--- src/rtl/hq_sched.sv ---
// hq_sched: address sequencer and result capture for the Hq = H*S complex MAC.
// On an accepted start it walks every (Si, rowH, colS) combination once, colS
// innermost, issuing one table/ROM address per cycle while credit allows.
// Each issue carries its tags down a PIPE_LAT-deep pipeline. The returning
// datapath result is captured with those tags in a small FIFO and streamed out
// on a valid/ready port. done pulses once everything has been popped.
//
// Ports:
//   clk, rst                      rising-edge clock, synchronous active-low reset
//   start, num_s_m1               job request (IDLE only), last Si index
//   busy, done                    job in progress, one-cycle completion pulse
//   issue, addr_Si/rowH/colS      address strobe and table/ROM address
//   hq_r_in, hq_i_in              Q8.8 result, PIPE_LAT cycles after issue
//   out_valid, out_ready          result handshake
//   out_r, out_i                  result value
//   out_si, out_row, out_col      result tags
//   out_last                      final result of the job
//   eng_valid, eng_data           per-Si energy (tied to 0 unless enabled)
//
// Build option: define HQ_SCHED_ENERGY_EN to add the per-Si energy accumulator.
//
// state    | meaning
// IDLE     | waiting for start
// RUN      | issuing addresses, throttled by FIFO credit
// DRAIN    | all issued, waiting for pipeline and FIFO to empty
// DONE     | one-cycle done pulse
module hq_sched #(
   parameter int PIPE_LAT   = 2,
   parameter int FIFO_DEPTH = 4
) (
   input  logic        clk,
   input  logic        rst,
   input  logic        start,
   input  logic [3:0]  num_s_m1,
   output logic        busy,
   output logic        done,
   output logic        issue,
   output logic [3:0]  addr_Si,
   output logic [1:0]  addr_rowH,
   output logic [1:0]  addr_colS,
   input  logic [15:0] hq_r_in,
   input  logic [15:0] hq_i_in,
   output logic        out_valid,
   input  logic        out_ready,
   output logic [15:0] out_r,
   output logic [15:0] out_i,
   output logic [3:0]  out_si,
   output logic [1:0]  out_row,
   output logic [1:0]  out_col,
   output logic        out_last,
   output logic        eng_valid,
   output logic [31:0] eng_data
);

   localparam int PW = (FIFO_DEPTH > 1) ? $clog2(FIFO_DEPTH) : 1;
   localparam int CW = $clog2(FIFO_DEPTH + 1);
   localparam int TW = 9;            // {si, row, col, last}
   localparam int EW = 32 + TW;      // {r, i, tag}

   typedef enum logic [1:0] {ST_IDLE, ST_RUN, ST_DRAIN, ST_DONE} state_t;

   state_t              state_q, state_d;
   logic [3:0]          num_q, num_d, si_q, si_d;
   logic [1:0]          row_q, row_d, col_q, col_d;
   logic [PIPE_LAT-1:0] pipe_vld_q, pipe_vld_d;
   logic [TW-1:0]       pipe_tag_q [PIPE_LAT];
   logic [TW-1:0]       pipe_tag_d [PIPE_LAT];
   logic [PW-1:0]       wr_ptr_q, wr_ptr_d, rd_ptr_q, rd_ptr_d;
   logic [CW-1:0]       count_q, count_d;
   logic [EW-1:0]       mem_q [FIFO_DEPTH];
   logic [EW-1:0]       head;
   logic [7:0]          in_flight;
   logic                credit_ok, last_addr, push, pop;
   logic [TW-1:0]       push_tag;

   function automatic logic [PW-1:0] ptr_inc(input logic [PW-1:0] p);
      return (p == PW'(FIFO_DEPTH - 1)) ? '0 : p + 1'b1;
   endfunction

   always_comb begin
      in_flight = '0;
      for (int k = 0; k < PIPE_LAT; k++) in_flight = in_flight + {7'd0, pipe_vld_q[k]};
   end

   // Credit covers both in-flight results and queued ones, so a push can never hit a full FIFO.
   assign credit_ok = (in_flight + 8'(count_q)) < 8'(FIFO_DEPTH);
   assign issue     = (state_q == ST_RUN) && credit_ok;
   assign last_addr = (si_q == num_q) && (row_q == 2'd3) && (col_q == 2'd3);
   assign push      = pipe_vld_q[PIPE_LAT-1];
   assign push_tag  = pipe_tag_q[PIPE_LAT-1];
   assign out_valid = (count_q != '0);
   assign pop       = out_valid && out_ready;

   always_comb begin
      state_d = state_q;
      num_d   = num_q;
      si_d    = si_q;
      row_d   = row_q;
      col_d   = col_q;
      case (state_q)
         ST_IDLE: begin
            if (start) begin
               state_d = ST_RUN;
               num_d   = num_s_m1;
               si_d    = '0;
               row_d   = '0;
               col_d   = '0;
            end
         end
         ST_RUN: begin
            if (issue) begin
               // The final address is left on the bus rather than wrapping.
               if (last_addr) begin
                  state_d = ST_DRAIN;
               end else begin
                  col_d = col_q + 2'd1;
                  if (col_q == 2'd3) row_d = row_q + 2'd1;
                  if ((col_q == 2'd3) && (row_q == 2'd3)) si_d = si_q + 4'd1;
               end
            end
         end
         ST_DRAIN: begin
            if ((in_flight == '0) && (count_q == '0)) state_d = ST_DONE;
         end
         default: state_d = ST_IDLE;
      endcase
   end

   always_comb begin
      pipe_vld_d    = pipe_vld_q;
      pipe_tag_d    = pipe_tag_q;
      pipe_vld_d[0] = issue;
      pipe_tag_d[0] = {si_q, row_q, col_q, last_addr};
      for (int k = 1; k < PIPE_LAT; k++) begin
         pipe_vld_d[k] = pipe_vld_q[k-1];
         pipe_tag_d[k] = pipe_tag_q[k-1];
      end
   end

   always_comb begin
      wr_ptr_d = push ? ptr_inc(wr_ptr_q) : wr_ptr_q;
      rd_ptr_d = pop  ? ptr_inc(rd_ptr_q) : rd_ptr_q;
      count_d  = count_q;
      if (push && !pop)      count_d = count_q + 1'b1;
      else if (pop && !push) count_d = count_q - 1'b1;
   end

   always_ff @(posedge clk) begin
      if (!rst) begin
         state_q    <= ST_IDLE;
         num_q      <= '0;
         si_q       <= '0;
         row_q      <= '0;
         col_q      <= '0;
         pipe_vld_q <= '0;
         wr_ptr_q   <= '0;
         rd_ptr_q   <= '0;
         count_q    <= '0;
      end else begin
         state_q    <= state_d;
         num_q      <= num_d;
         si_q       <= si_d;
         row_q      <= row_d;
         col_q      <= col_d;
         pipe_vld_q <= pipe_vld_d;
         wr_ptr_q   <= wr_ptr_d;
         rd_ptr_q   <= rd_ptr_d;
         count_q    <= count_d;
      end
   end

   // Tags and FIFO storage are qualified by pipe_vld_q / count_q, so no reset needed.
   always_ff @(posedge clk) begin
      pipe_tag_q <= pipe_tag_d;
      if (push) mem_q[wr_ptr_q] <= {hq_r_in, hq_i_in, push_tag};
   end

   assign head      = out_valid ? mem_q[rd_ptr_q] : '0;
   assign out_r     = head[40:25];
   assign out_i     = head[24:9];
   assign out_si    = head[8:5];
   assign out_row   = head[4:3];
   assign out_col   = head[2:1];
   assign out_last  = head[0];
   assign busy      = (state_q != ST_IDLE);
   assign done      = (state_q == ST_DONE);
   assign addr_Si   = si_q;
   assign addr_rowH = row_q;
   assign addr_colS = col_q;

`ifdef HQ_SCHED_ENERGY_EN
   logic signed [31:0] r_ext, i_ext, sq_r, sq_i;
   logic [33:0]        acc_sum;
   logic [31:0]        acc_sat, acc_q, acc_d, eng_data_q, eng_data_d;
   logic               eng_valid_q, eng_valid_d;

   always_comb begin
      r_ext       = 32'(signed'(hq_r_in));
      i_ext       = 32'(signed'(hq_i_in));
      // Each square is at most 2^30, so the low 32 bits are the exact product.
      sq_r        = r_ext * r_ext;
      sq_i        = i_ext * i_ext;
      acc_sum     = {2'b00, acc_q} + {2'b00, sq_r} + {2'b00, sq_i};
      acc_sat     = (acc_sum[33:32] != 2'b00) ? 32'hFFFF_FFFF : acc_sum[31:0];
      acc_d       = acc_q;
      eng_valid_d = 1'b0;
      eng_data_d  = eng_data_q;
      if (push) begin
         if (push_tag[4:1] == 4'hF) begin
            eng_valid_d = 1'b1;
            eng_data_d  = acc_sat;
            acc_d       = '0;
         end else begin
            acc_d = acc_sat;
         end
      end
   end

   always_ff @(posedge clk) begin
      if (!rst) begin
         acc_q       <= '0;
         eng_valid_q <= 1'b0;
         eng_data_q  <= '0;
      end else begin
         acc_q       <= acc_d;
         eng_valid_q <= eng_valid_d;
         eng_data_q  <= eng_data_d;
      end
   end

   assign eng_valid = eng_valid_q;
   assign eng_data  = eng_data_q;
`else
   assign eng_valid = 1'b0;
   assign eng_data  = 32'd0;
`endif

endmodule

--- config.mk ---
export PLATFORM = sky130hd
export DESIGN_NAME = hq_sched
export DESIGN_NICKNAME = d
export VERILOG_FILES = /design/src/rtl/hq_sched.sv
export SDC_FILE = /design/constraint.sdc
export NUM_CORES = 1
export LEC_CHECK = 0
export ABC_CLOCK_PERIOD_IN_PS = 5600
export BUFFER_PORTS_ARGS = -buffer_cell sky130_fd_sc_hd__buf_4
export CORE_ASPECT_RATIO = 0.7
export CORE_MARGIN = 2
export CORE_UTILIZATION = 40
export CTS_CLUSTER_SIZE = 16
export DETAILED_ROUTE_END_ITERATION = 16
export PLACE_DENSITY = 0.71
export SETUP_SLACK_MARGIN = 0.15
export SKIP_LAST_GASP = 1
export SLEW_MARGIN = 20
export SYNTH_ARGS = -nofsm -noshare
export SYNTH_HDL_FRONTEND = slang
export SYNTH_SLANG_ARGS = --single-unit
--- constraint.sdc ---
create_clock -name clk -period 5.6 [get_ports clk]
set_input_delay 0.84 -clock clk [delete_from_list [all_inputs] [get_ports clk]]
set_output_delay 0.84 -clock clk [all_outputs]
set_load 0.01 [all_outputs]
## Word level (Yosys, flattened, before mapping)

Memories as Yosys holds them, arrays and structs flattened. A register that Yosys moved wholly into a read port is not among the register bits.
Index checks and enable logic that the tools add are counted.

| storage, ports and cells | value |
|---|---|
| register bits after elaboration | 41 |
| RAM bits | 164 |
| input port bits | 40 |
| output and inout bits | 86 |
| logic and storage cells | 86 |
| memories | 1 |

| cells by class | value |
|---|---|
| add/sub/neg operators | 9 |
| magnitude comparators | 1 |
| equality and inequality tests | 15 |
| mux-type cells | 27 |
| reductions and logical operators | 22 |

Memory list:

| memory | depth | bits a word | rd ports | clocked after Yosys merged registers in | write ports | line | text |
|---|---|---|---|---|---|---|---|
| mem_q | 4 | 41 | 1 | 1 | 1 | 70 | `logic [EW-1:0] mem_q [FIFO_DEPTH];` |

Operators with widths:

| operator | count |
|---|---|
| $mux W41 | 1 |
| $mux W2 | 14 |
| $mux W4 | 4 |
| $eq A2 B2 Y1 const B | 6 |
| $ne A2 B2 Y1 const B | 5 |
| $reduce_and A5 Y1 | 2 |
| $add A2 B1 Y2 const B | 4 |
| $logic_and A1 B1 Y1 | 8 |
| $logic_not A8 Y1 | 1 |
| $pmux W2 S2 | 2 |
| $pmux W4 S2 | 1 |
| $reduce_and A4 Y1 | 2 |
| $mux W3 | 2 |
| $pmux W2 S3 | 1 |
| $reduce_bool A2 Y1 | 3 |
| $add A2 B3 Y4 | 1 |
| $add A4 B1 Y4 const B | 1 |
| $eq A4 B4 Y1 | 1 |
| $lt A4 B3 Y1 const B | 1 |
| $ne A2 B1 Y1 const B | 2 |
| $add A3 B1 Y3 const B | 1 |
| $logic_not A3 Y1 | 1 |
| $reduce_bool A3 Y1 | 1 |
| $sub A3 B1 Y3 const B | 1 |
| other kinds (6) | 8 |

## Logic depth before layout (Yosys ltp)

Gate-level depths: netlist (run 1).

| depth | value |
|---|---|
| depth in word-level cells | 6 |
| mapped depth | 9 |
| depth with buffers taken out | 9 |

## Worst setup path after synthesis (run 1)

No wires, ideal clock.

| path | value |
|---|---|
| path kind | register to output |
| start point | register (tool-made name) |
| end point | output port out_col[0] |
| arrival | 1.472 ns |
| required time | 4.760 ns |
| slack | 3.288 ns |
| cell stages (with the launch flop) | 5 |
| path buffers | 2 |
| cell sequence | dfxtp_1 > clkbuf_1 > buf_2 > mux4_2 > and2_1 |

RTL lines:

| item | line | text |
|---|---|---|
| end, declared | 49 | `output logic [1:0] out_col,` |

==> results of run 1 <==
## through the flow
stage	total power [mW]	hold slack [ns]
finish	4.26	0.324
global route	4.47	0.328
CTS	4.32	0.324
detailed placement	2.97	0.315
global placement	2.93	0.317
floorplan	2.50	0.310
## layout by cell type, fill, tap and decap left out, types with 4 or more instances in the layout
cell type  instances
dfxtp_1           41
conb_1            33
o21ai_0            4
clkbuf_1           4
mux4_2            41
and2_1            41
a21oi_1           10
ha_1              17
nor2_1            11
clkbuf_16         21
o22ai_1            4
buf_4             94
nand4_1            5
nand2_1           16
or3_1              4
clkinv_2           4
edfxtp_1         164
inv_1             10
nand3_1           13
## metal layers
metal	vias up	share of wire (%)	track usage, %
met3	18	5.6	2.81
met5	-	0	0
met1	2155	46	19.4
li1	1953	-	-
met2	136	46	22.2
met4	0	1.8	3.21
## final cells by class
class	count	area, sq um	share of cell area [%]
well taps	270	338	3.47
clock inverters	10	87.6	0.899
clock buffers	28	582	5.97
repair buffers	94	706	7.24
inverters	10	37.5	0.385
flip-flops and latches	207	5790	59.5
multi-input cells	239	2200	22.6
## logic make-up after synthesis
| family | share of synthesized area (%) |
|---|---|
| and+or+nand+nor | 7.45 |
| buffers and inverters | 5.10 |
| adders and majority gates | 2.81 |
| DFF | 69.9 |
| xor gates and xnor gates | 0.635 |
| muxes | 11.4 |
| AOI/OAI and AO/OA | 2.65 |
| other | 0.0453 |
## critical path: cells and delay by family (launching register included)
kind          cells  cell delay, ns
simple gates      1            0.18
mux               1            0.63
flops             1            0.94
buf+inv           1            0.14
## path summary, 6_finish.rpt
path	startpoint	to	cells past startpoint
worst max-delay path	flop	out_i[11]	3
worst min-delay path	pipe_tag_d[6]	push_tag[6]	0
worst max register to register	count_q[0]	count_q[2]	10
worst min register to register	pipe_tag_d[6]	push_tag[6]	0
## synth_stat cells (2+ instances only)
| cell type | number |
|---|---|
| o22ai_1 | 4 |
| mux4_2 | 41 |
| nand4_1 | 5 |
| nand4b_1 | 2 |
| a21oi_1 | 10 |
| o211ai_1 | 2 |
| nand2b_1 | 3 |
| o21ai_0 | 4 |
| dfxtp_1 | 43 |
| nand2_1 | 16 |
| inv_1 | 10 |
| nor3_1 | 3 |
| edfxtp_1 | 164 |
| and2_1 | 45 |
| buf_4 | 41 |
| xnor2_1 | 3 |
| ha_1 | 17 |
| o2111ai_1 | 2 |
| clkbuf_1 | 10 |
| nor2_1 | 11 |
| nand3_1 | 13 |
| buf_1 | 5 |
| xor2_1 | 3 |
| or3_1 | 4 |
| mux2i_1 | 2 |
| buf_2 | 4 |
## power by group through the flow
stage / sequential, mW / combinational, mW / clock [mW]
final: 1.84 / 1.08 / 1.34
after detailed placement: 1.88 / 1.08 / 0
after CTS: 1.85 / 1.09 / 1.38
after global routing: 1.86 / 1.17 / 1.44
after global placement: 1.87 / 1.06 / 0
after floorplan: 1.79 / 0.709 / 0
## state kept, by name, summed over array words and instances (netlist names), named ones only
signal / count
count_q: 3
pipe_vld_q: 2
wr_ptr_q: 2
addr_Si: 4
mem_q: 164
num_q: 4
state_q: 2
addr_colS: 2
pipe_tag_d: 9
addr_rowH: 2
rd_ptr_q: 2
push_tag: 9
==> impl_metrics.env, run 1 <==
export IMPL_synth_area_leaders="edfxtp_1, mux4_2, dfxtp_1"
export IMPL_path_max_fanout=41
export IMPL_worstPathCellList="mux4_2, and2_1, buf_4"
export IMPL_drc_errors=0
export IMPL_drt_iter0_markers=361
export IMPL_hold_viol_final=0
export IMPL_switching_power_mw=1.20
export IMPL_design_core_area_sq_mm=0.0201
export IMPL_diodes=0
export IMPL_wl_per_cell_um=17.8
export IMPL_place_congestion=0.817
export IMPL_syn_area_sq_mm=0.00828
export IMPL_leakage_nw=3.42
export IMPL_relSlewSlack_pct=40.4
export IMPL_via_count=4262
export IMPL_setup_viol=0
export IMPL_ys_warn_count=0
export IMPL_root_buffer="clkbuf_16"
export IMPL_timing_setup_tns_ns=0
export IMPL_drive_gt1_share_pct=30.3
export IMPL_nets=631
export IMPL_fin_cells=858
export IMPL_worst_path_max_delay_cell="dfxtp_4"
export IMPL_synth_cells=484
export IMPL_timing_final_crit_share_pct=57.9
export IMPL_path_class="reg -> out"
export IMPL_synth_flop_cell="edfxtp_1"
export IMPL_layout_setup_ws_ns=2.36
export IMPL_wl_um=15200
export IMPL_synth_top_area_share_pct=59.5
export IMPL_overflow=0
export IMPL_synth_edf_count=164
export IMPL_power_share_clock_pct=31.4
export IMPL_min_path_type="reg -> reg"
export IMPL_ys_ff_latch=207
export IMPL_antenna_found_initial=0
export IMPL_design_area_sq_mm=0.00974
export IMPL_syn_area_per_cell_sq_um=17.1
export IMPL_arrival_ns=2.40
export IMPL_port_buffers=92
export IMPL_vdd_drop_max_mv=0.316
export IMPL_ys_async_sr_fraction_pct=0
export IMPL_period_minus_slack_ns=3.24
export IMPL_grt_setup_unrepaired="false"
export IMPL_numCtsBuffers=21
export IMPL_synth_cell_types=43
export IMPL_cts_tree="built"
export IMPL_fin_util_pct=48.5
export IMPL_synth_seq_area_share_pct=69.9
export IMPL_pwr_share_comb_pct=25.3
export IMPL_hold_buffers=0
export IMPL_post_cts_setup_buffers=0
export IMPL_first_pass_iters=5
export IMPL_max_freq_mhz=308
export IMPL_cts_buffer_depth=3
export IMPL_max_cap_violations=0
export IMPL_synth_area_leader_cell="edfxtp_1"
export IMPL_vias_per_cell=4.97
export IMPL_clock_latency_ns=0.49
export IMPL_die_height_um=124
export IMPL_finClkSkew_ns=0.00986
export IMPL_status="completed"
export IMPL_cp_slowest_stage_delay_ns=0.94
export IMPL_r2r_slack_ns=2.78
export IMPL_h_tree_depth=1
export IMPL_initial_core_util_pct=41.2
export IMPL_die_area_sq_mm=0.0219
export IMPL_first_global_vias=4351
export IMPL_maxSlewViolCount=0
export IMPL_groute_usage_overall_pct=13.8
export IMPL_fillers=1666
export IMPL_area_growth_pct=17.7
export IMPL_grt_pass1_wl_um=23800
export IMPL_grt_max_degree=42
export IMPL_pin_count=126
export IMPL_power_density_mw_per_mm2=437
export IMPL_dp_slack_ns=2.79
export IMPL_dp_cells=820
export IMPL_place_area_sq_mm=0.00907
export IMPL_worstPathRequired_ns=4.76
export IMPL_dp_hpwl_um=9080
export IMPL_die_w_um=176
export IMPL_worstMarginPinSlew_ns=0.894
export IMPL_p_int_mw=3.06
export IMPL_row_count=43
export IMPL_cp_end_kind="primary output"
export IMPL_cts_resized=0
export IMPL_cts_sinks=207
export IMPL_start_kind="flop"
export IMPL_seqPwrFrac_pct=43.3
export IMPL_clkSlewWorstSetupHoldPaths_ns=0.06
export IMPL_drtAntennaViolNets=0
export IMPL_switching_share_pct=28.2
No activity file was read; power rests on OpenSTA's default activity.
==> inputs of run 2 (changes only) <==
ABC_CLOCK_PERIOD_IN_PS = 3400   (was 5600)
clock period = 3.4 ns   (was 5.6 ns; I/O delays follow)
==> run 2 against run 1 <==
  * Register-to-register slack lost 1.7 ns
  * Clock power grew 69%
  * Global-route usage rose by 0.29 points
  * Setup slack lost 1.8 ns
  * Die area did not move
  * Total power up 67%
  * Utilization is 0.51 points higher
  * Largest cell class unchanged
==> impl_metrics.env, run 2 (synthesis gave the netlist of run 1 again) <==
export IMPL_clock_latency_ns=0.50
export IMPL_first_global_vias=4450
export IMPL_cts_sinks=207
export IMPL_timing_setup_tns_ns=0
export IMPL_max_cap_violations=0
export IMPL_power_density_mw_per_mm2=722
export IMPL_start_kind="flop"
export IMPL_design_core_area_sq_mm=0.0201
export IMPL_worstPathRequired_ns=2.89
export IMPL_relSlewSlack_pct=57.5
export IMPL_drt_iter0_markers=284
export IMPL_die_w_um=176
export IMPL_dp_hpwl_um=9870
export IMPL_cts_resized=0
export IMPL_groute_usage_overall_pct=14.1
export IMPL_hold_viol_final=0
export IMPL_path_max_fanout=21
export IMPL_first_pass_iters=4
export IMPL_wl_um=15300
export IMPL_vias_per_cell=4.93
export IMPL_numCtsBuffers=21
export IMPL_worstPathCellList="buf_12, mux4_2, and2_1, buf_4"
export IMPL_period_minus_slack_ns=2.80
export IMPL_initial_core_util_pct=41.2
export IMPL_post_cts_setup_buffers=0
export IMPL_cp_slowest_stage_delay_ns=0.63
export IMPL_port_buffers=92
export IMPL_timing_final_crit_share_pct=82.4
export IMPL_max_freq_mhz=357
export IMPL_final_cell_mix="edfxtp_1, buf_4, mux4_2, and2_1, dfxtp_1"
export IMPL_dp_slack_ns=1.04
export IMPL_die_height_um=124
export IMPL_status="completed"
export IMPL_grt_setup_unrepaired="false"
export IMPL_clkSlewWorstSetupHoldPaths_ns=0.06
export IMPL_pin_count=126
export IMPL_min_path_type="in -> reg"
export IMPL_h_tree_depth=1
export IMPL_regMostFlops="mem_q"
export IMPL_path_delay_family="flip-flops"
export IMPL_grt_max_degree=44
export IMPL_place_congestion=0.819
export IMPL_overflow=0
export IMPL_drive_gt1_share_pct=31.1
export IMPL_setup_viol=0
export IMPL_finClkSkew_ns=0.00964
export IMPL_path_class="reg -> out"
export IMPL_fin_util_pct=49.0
export IMPL_arrival_ns=2.29
export IMPL_worst_path_max_delay_cell="dfxtp_4"
export IMPL_nets=641
export IMPL_diodes=0
export IMPL_layout_setup_ws_ns=0.600
export IMPL_worstMarginPinSlew_ns=0.630
export IMPL_root_buffer="clkbuf_16"
export IMPL_vdd_drop_max_mv=0.354
export IMPL_worst_path_buf_inv=2
export IMPL_cts_tree="built"
export IMPL_fin_cells=868
export IMPL_largest_reg_flops=164
export IMPL_drc_errors=0
export IMPL_die_area_sq_mm=0.0219
export IMPL_cp_end_kind="primary output"
export IMPL_leakage_nw=3.50
export IMPL_grt_pass1_wl_um=24100
export IMPL_maxSlewViolCount=0
export IMPL_via_count=4275
export IMPL_area_growth_pct=18.9
export IMPL_hold_buffers=0
export IMPL_drtAntennaViolNets=0
export IMPL_antenna_found_initial=0
export IMPL_cts_buffer_depth=3
export IMPL_wl_per_cell_um=17.6
export IMPL_row_count=43
export IMPL_final_common_cell="edfxtp_1"
export IMPL_dp_cells=830
-- run 2: final timing paths --
path | endpoint | cells past startpoint | slack, ns | startpoint
worst max-delay path | out_r[7] | 4 | 0.60 | flop
worst min-delay path | mem_q[1][28] | 1 | 0.21 | hq_r_in[3]
worst max register to register | addr_Si[0] | 6 | 1.04 | pipe_vld_q[1]
worst min register to register | push_tag[0] | 0 | 0.32 | pipe_tag_d[0]
-- run 2: power by group --
part	total [mW]	internal [mW]	switching (mW)
clock	2.27	1.35	0.921
combinational	1.86	0.918	0.939
sequential	2.98	2.84	0.131
-- run 2: per-layer routing --
metal  GRT usage, %  share of wire, %  vias to the layer above
met3           3.08               5.9                       25
met4           3.16               2.2                        0
met1           19.0                45                     2149
met5              0                 0                        -
li1               -                 -                     1966
met2           23.6                47                      135
-- run 2: layout make-up --
class / instances / area (sq um)
multi-input cells: 239 / 2190
repair buffers: 104 / 793
inverters: 10 / 37.5
clock inverters: 12 / 121
fillers: 1676 / 10200
clock buffers: 26 / 569
well taps: 270 / 338
flip-flops and latches: 207 / 5790
-- run 2: metrics by stage --
stage	hold WS [ns]	power, mW	cell area, sq um
floorplan	0.310	4.12	8400
CTS	0.197	7.20	9840
global route	0.190	7.46	9840
global placement	0.315	4.87	9150
detailed placement	0.312	4.91	9150
finish	0.213	7.10	9840
==> inputs of run 3 (changes only) <==
ABC_AREA = 1   (was unset)
ABC_CLOCK_PERIOD_IN_PS = 2400   (was 3400)
PLACE_DENSITY = 0.73   (was 0.71)
clock period = 2.4 ns   (was 3.4 ns; I/O delays follow)
==> run 3 against run 2 <==
  * Clock skew decreased by 0.00078 ns
  * Count of clock-buffer cells in the layout decreased by 3
  * Hold slack got worse by 0.14 ns
  * Final area increased by 3.3%
  * Critical path depth increased by 1
  * Area after synthesis increased by 2.5%
  * Die area increased by 2.4%
  * Synthesized cell count increased by 53%
  * Largest cell class unchanged
  * Global-route usage increased by 1.2 points
  * Register-to-register slack got worse by 0.39 ns
  * Non-clock buffer count increased by 5
==> impl_metrics.env, run 3 <==
export IMPL_status="completed"
export IMPL_initial_core_util_pct=40.9
export IMPL_design_area_sq_mm=0.0102
export IMPL_design_core_area_sq_mm=0.0208
export IMPL_die_area_sq_mm=0.0224
export IMPL_period_minus_slack_ns=2.20
export IMPL_synth_common_cells="nor2_1, edfxtp_1, o21ai_0, a21oi_1, dfxtp_1"
export IMPL_overflow=0
export IMPL_port_buffers=92
export IMPL_grt_pass1_wl_um=27000
export IMPL_max_cap_violations=0
export IMPL_worst_path_buf_inv=3
export IMPL_fillers=1819
export IMPL_synth_top_area_share_pct=58.1
export IMPL_ys_ff_latch=207
export IMPL_drc_errors=0
export IMPL_hold_viol_final=0
export IMPL_pin_count=126
export IMPL_timing_final_crit_share_pct=91.6
export IMPL_cts_buffer_depth=3
export IMPL_wl_um=17700
export IMPL_groute_usage_overall_pct=15.3
export IMPL_ys_warn_count=0
export IMPL_final_cell_mix="nor2_1, edfxtp_1, buf_4, o21ai_0, a21oi_1"
export IMPL_syn_area_sq_mm=0.00848
export IMPL_wl_per_cell_um=15.8
export IMPL_syn_area_per_cell_sq_um=11.4
export IMPL_start_kind="flop"
export IMPL_clock_latency_ns=0.48
export IMPL_fin_util_pct=49.0
export IMPL_grt_setup_unrepaired="true"
export IMPL_timing_setup_tns_ns=0
export IMPL_worstPathCellList="inv_6, buf_16, o21ai_0, a21oi_1, buf_4"
export IMPL_path_max_fanout=21
export IMPL_first_pass_iters=6
export IMPL_setup_viol=0
export IMPL_reg2reg_from="count_q[1]"
export IMPL_dp_cells=1081
export IMPL_synth_area_leader_cell="edfxtp_1"
export IMPL_finClkSkew_ns=0.00886
export IMPL_root_buffer="clkbuf_16"
export IMPL_worstSetupEndpoint="out_i[15]"
export IMPL_synth_seq_area_share_pct=68.2
export IMPL_min_path_type="in -> reg"
export IMPL_synth_edf_count=164
export IMPL_first_global_vias=5055
export IMPL_place_area_sq_mm=0.00937
export IMPL_cts_sinks=207
export IMPL_r2r_slack_ns=0.65
export IMPL_grt_max_degree=59
export IMPL_worstPathRequired_ns=2.04
export IMPL_die_w_um=178
export IMPL_synth_most_common_cell="nor2_1"
export IMPL_numCtsBuffers=21
export IMPL_power_density_mw_per_mm2=1170
export IMPL_vdd_drop_max_mv=0.704
export IMPL_final_common_cell="nor2_1"
export IMPL_worst_path_max_delay_cell="dfxtp_4"
export IMPL_hold_ws_ns=0.0729
export IMPL_via_count=5342
export IMPL_vias_per_cell=4.75
export IMPL_ys_async_sr_fraction_pct=0
export IMPL_drive_gt1_share_pct=20.4
export IMPL_layout_setup_ws_ns=0.200
export IMPL_leakage_nw=3.93
export IMPL_antenna_found_initial=1
export IMPL_max_freq_mhz=455
export IMPL_synth_cells=742
export IMPL_cts_tree="built"
export IMPL_nets=890
export IMPL_clkSlewWorstSetupHoldPaths_ns=0.06
export IMPL_path_class="reg -> out"
export IMPL_fin_cells=1124
export IMPL_maxSlewViolCount=0
export IMPL_power_mw=11.9
export IMPL_r2r_end="count_q[2]"
export IMPL_cp_end_kind="primary output"
export IMPL_synth_flop_cell="edfxtp_1"
export IMPL_die_height_um=126
export IMPL_drt_iter0_markers=415
export IMPL_reg2regPathDepth=11
export IMPL_h_tree_depth=1
export IMPL_holdPathStages=1
export IMPL_synth_cell_types=38
export IMPL_cp_slowest_stage_delay_ns=0.39
export IMPL_place_congestion=0.758
export IMPL_arrival_ns=1.84
export IMPL_path_delay_family="buffers and inverters"
export IMPL_synth_area_leaders="edfxtp_1, dfxtp_1, nor2_1"
export IMPL_hold_buffers=0
export IMPL_dp_hpwl_um=10600
export IMPL_critical_path_depth=5
export IMPL_row_count=44
export IMPL_regMostFlops="mem_q"
export IMPL_drtAntennaViolNets=0
export IMPL_area_growth_pct=19.9
export IMPL_largest_reg_flops=164
export IMPL_dp_slack_ns=0.585
[run 3: cell types whose count changed in the layout (fill, tap and decap cells not counted), sizes merged, moves of 10 or more]
cell,previous run,this run
a21oi,10,57
mux4,41,0
nor2,11,193
and2,46,0
clkinv,3,13
nand2,16,43
inv,16,36
o21ai,4,94
[run 3: metal layers]
metal	vias to the layer above	GRT usage (%)	share of wire, %
met4	0	2.22	1.0
met3	18	3.32	5.7
met2	135	24.0	45
met5	-	0	0
li1	2647	-	-
met1	2542	22.3	48
[run 3: logic make-up after synthesis]
group / after synthesis / synth area share (%)
simple gates: 251 / 12.3
flops: 207 / 68.2
compound gates: 154 / 9.44
buf+inv: 110 / 7.14
fa+ha+maj: 18 / 2.74
xor+xnor: 1 / 0.103
other cells: 1 / 0.0442
[run 3: worst reg2reg max path, cell delays in order (launching register included)]
cell and delay [ns]:
dfxtp_1 0.35, nor2_1 0.10, nand2_1 0.09, nand2_1 0.13, ha_1 0.16, inv_1 0.07
fa_1 0.38, nor2_1 0.11, nor2_1 0.04, nand2_1 0.07, o21ai_0 0.07, a21oi_1 0.11
[run 3: final cells by class]
type | count | area (sq um) | share of cell area, %
Sequential cell | 207 | 5790 | 57.0
Tap cell | 276 | 345 | 3.40
Multi-Input combinational cell | 457 | 2230 | 21.9
Timing Repair Buffer | 109 | 993 | 9.77
Clock inverter | 15 | 129 | 1.27
Antenna cell | 1 | 2.50 | 0.0246
Clock buffer | 23 | 533 | 5.24
Inverter | 36 | 145 | 1.43
[run 3: what timing repair did]
action | in CTS | in global routing
hold endpoints to repair | 0 | 0
buffers inserted | 0 | 1
setup endpoints to repair | 23 | 26
gates resized for setup | 2 | 13
cloned | 0 | 3
pin swaps | 0 | 4
[run 3: how the worst min path moves through the flow]
stage / endpoint / from / slack (ns)
4_1_cts: mem_q[3][17] / hq_i_in[8] / 0.05
3_5_place_dp: push_tag[1] / pipe_tag_d[1] / 0.31
6_report: mem_q[1][22] / hq_i_in[13] / 0.07
5_1_grt: mem_q[3][23] / hq_i_in[14] / 0.05
2_1_floorplan: push_tag[0] / pipe_tag_d[0] / 0.31
3_3_place_gp: push_tag[3] / pipe_tag_d[3] / 0.31
[run 3: where the power goes]
group / leakage (nW) / switching (mW) / total (mW) / internal, mW
Combinational: 1.75 / 2.52 / 4.26 / 1.74
Sequential: 1.84 / 0.268 / 4.54 / 4.27
Clock: 0.334 / 1.30 / 3.13 / 1.83
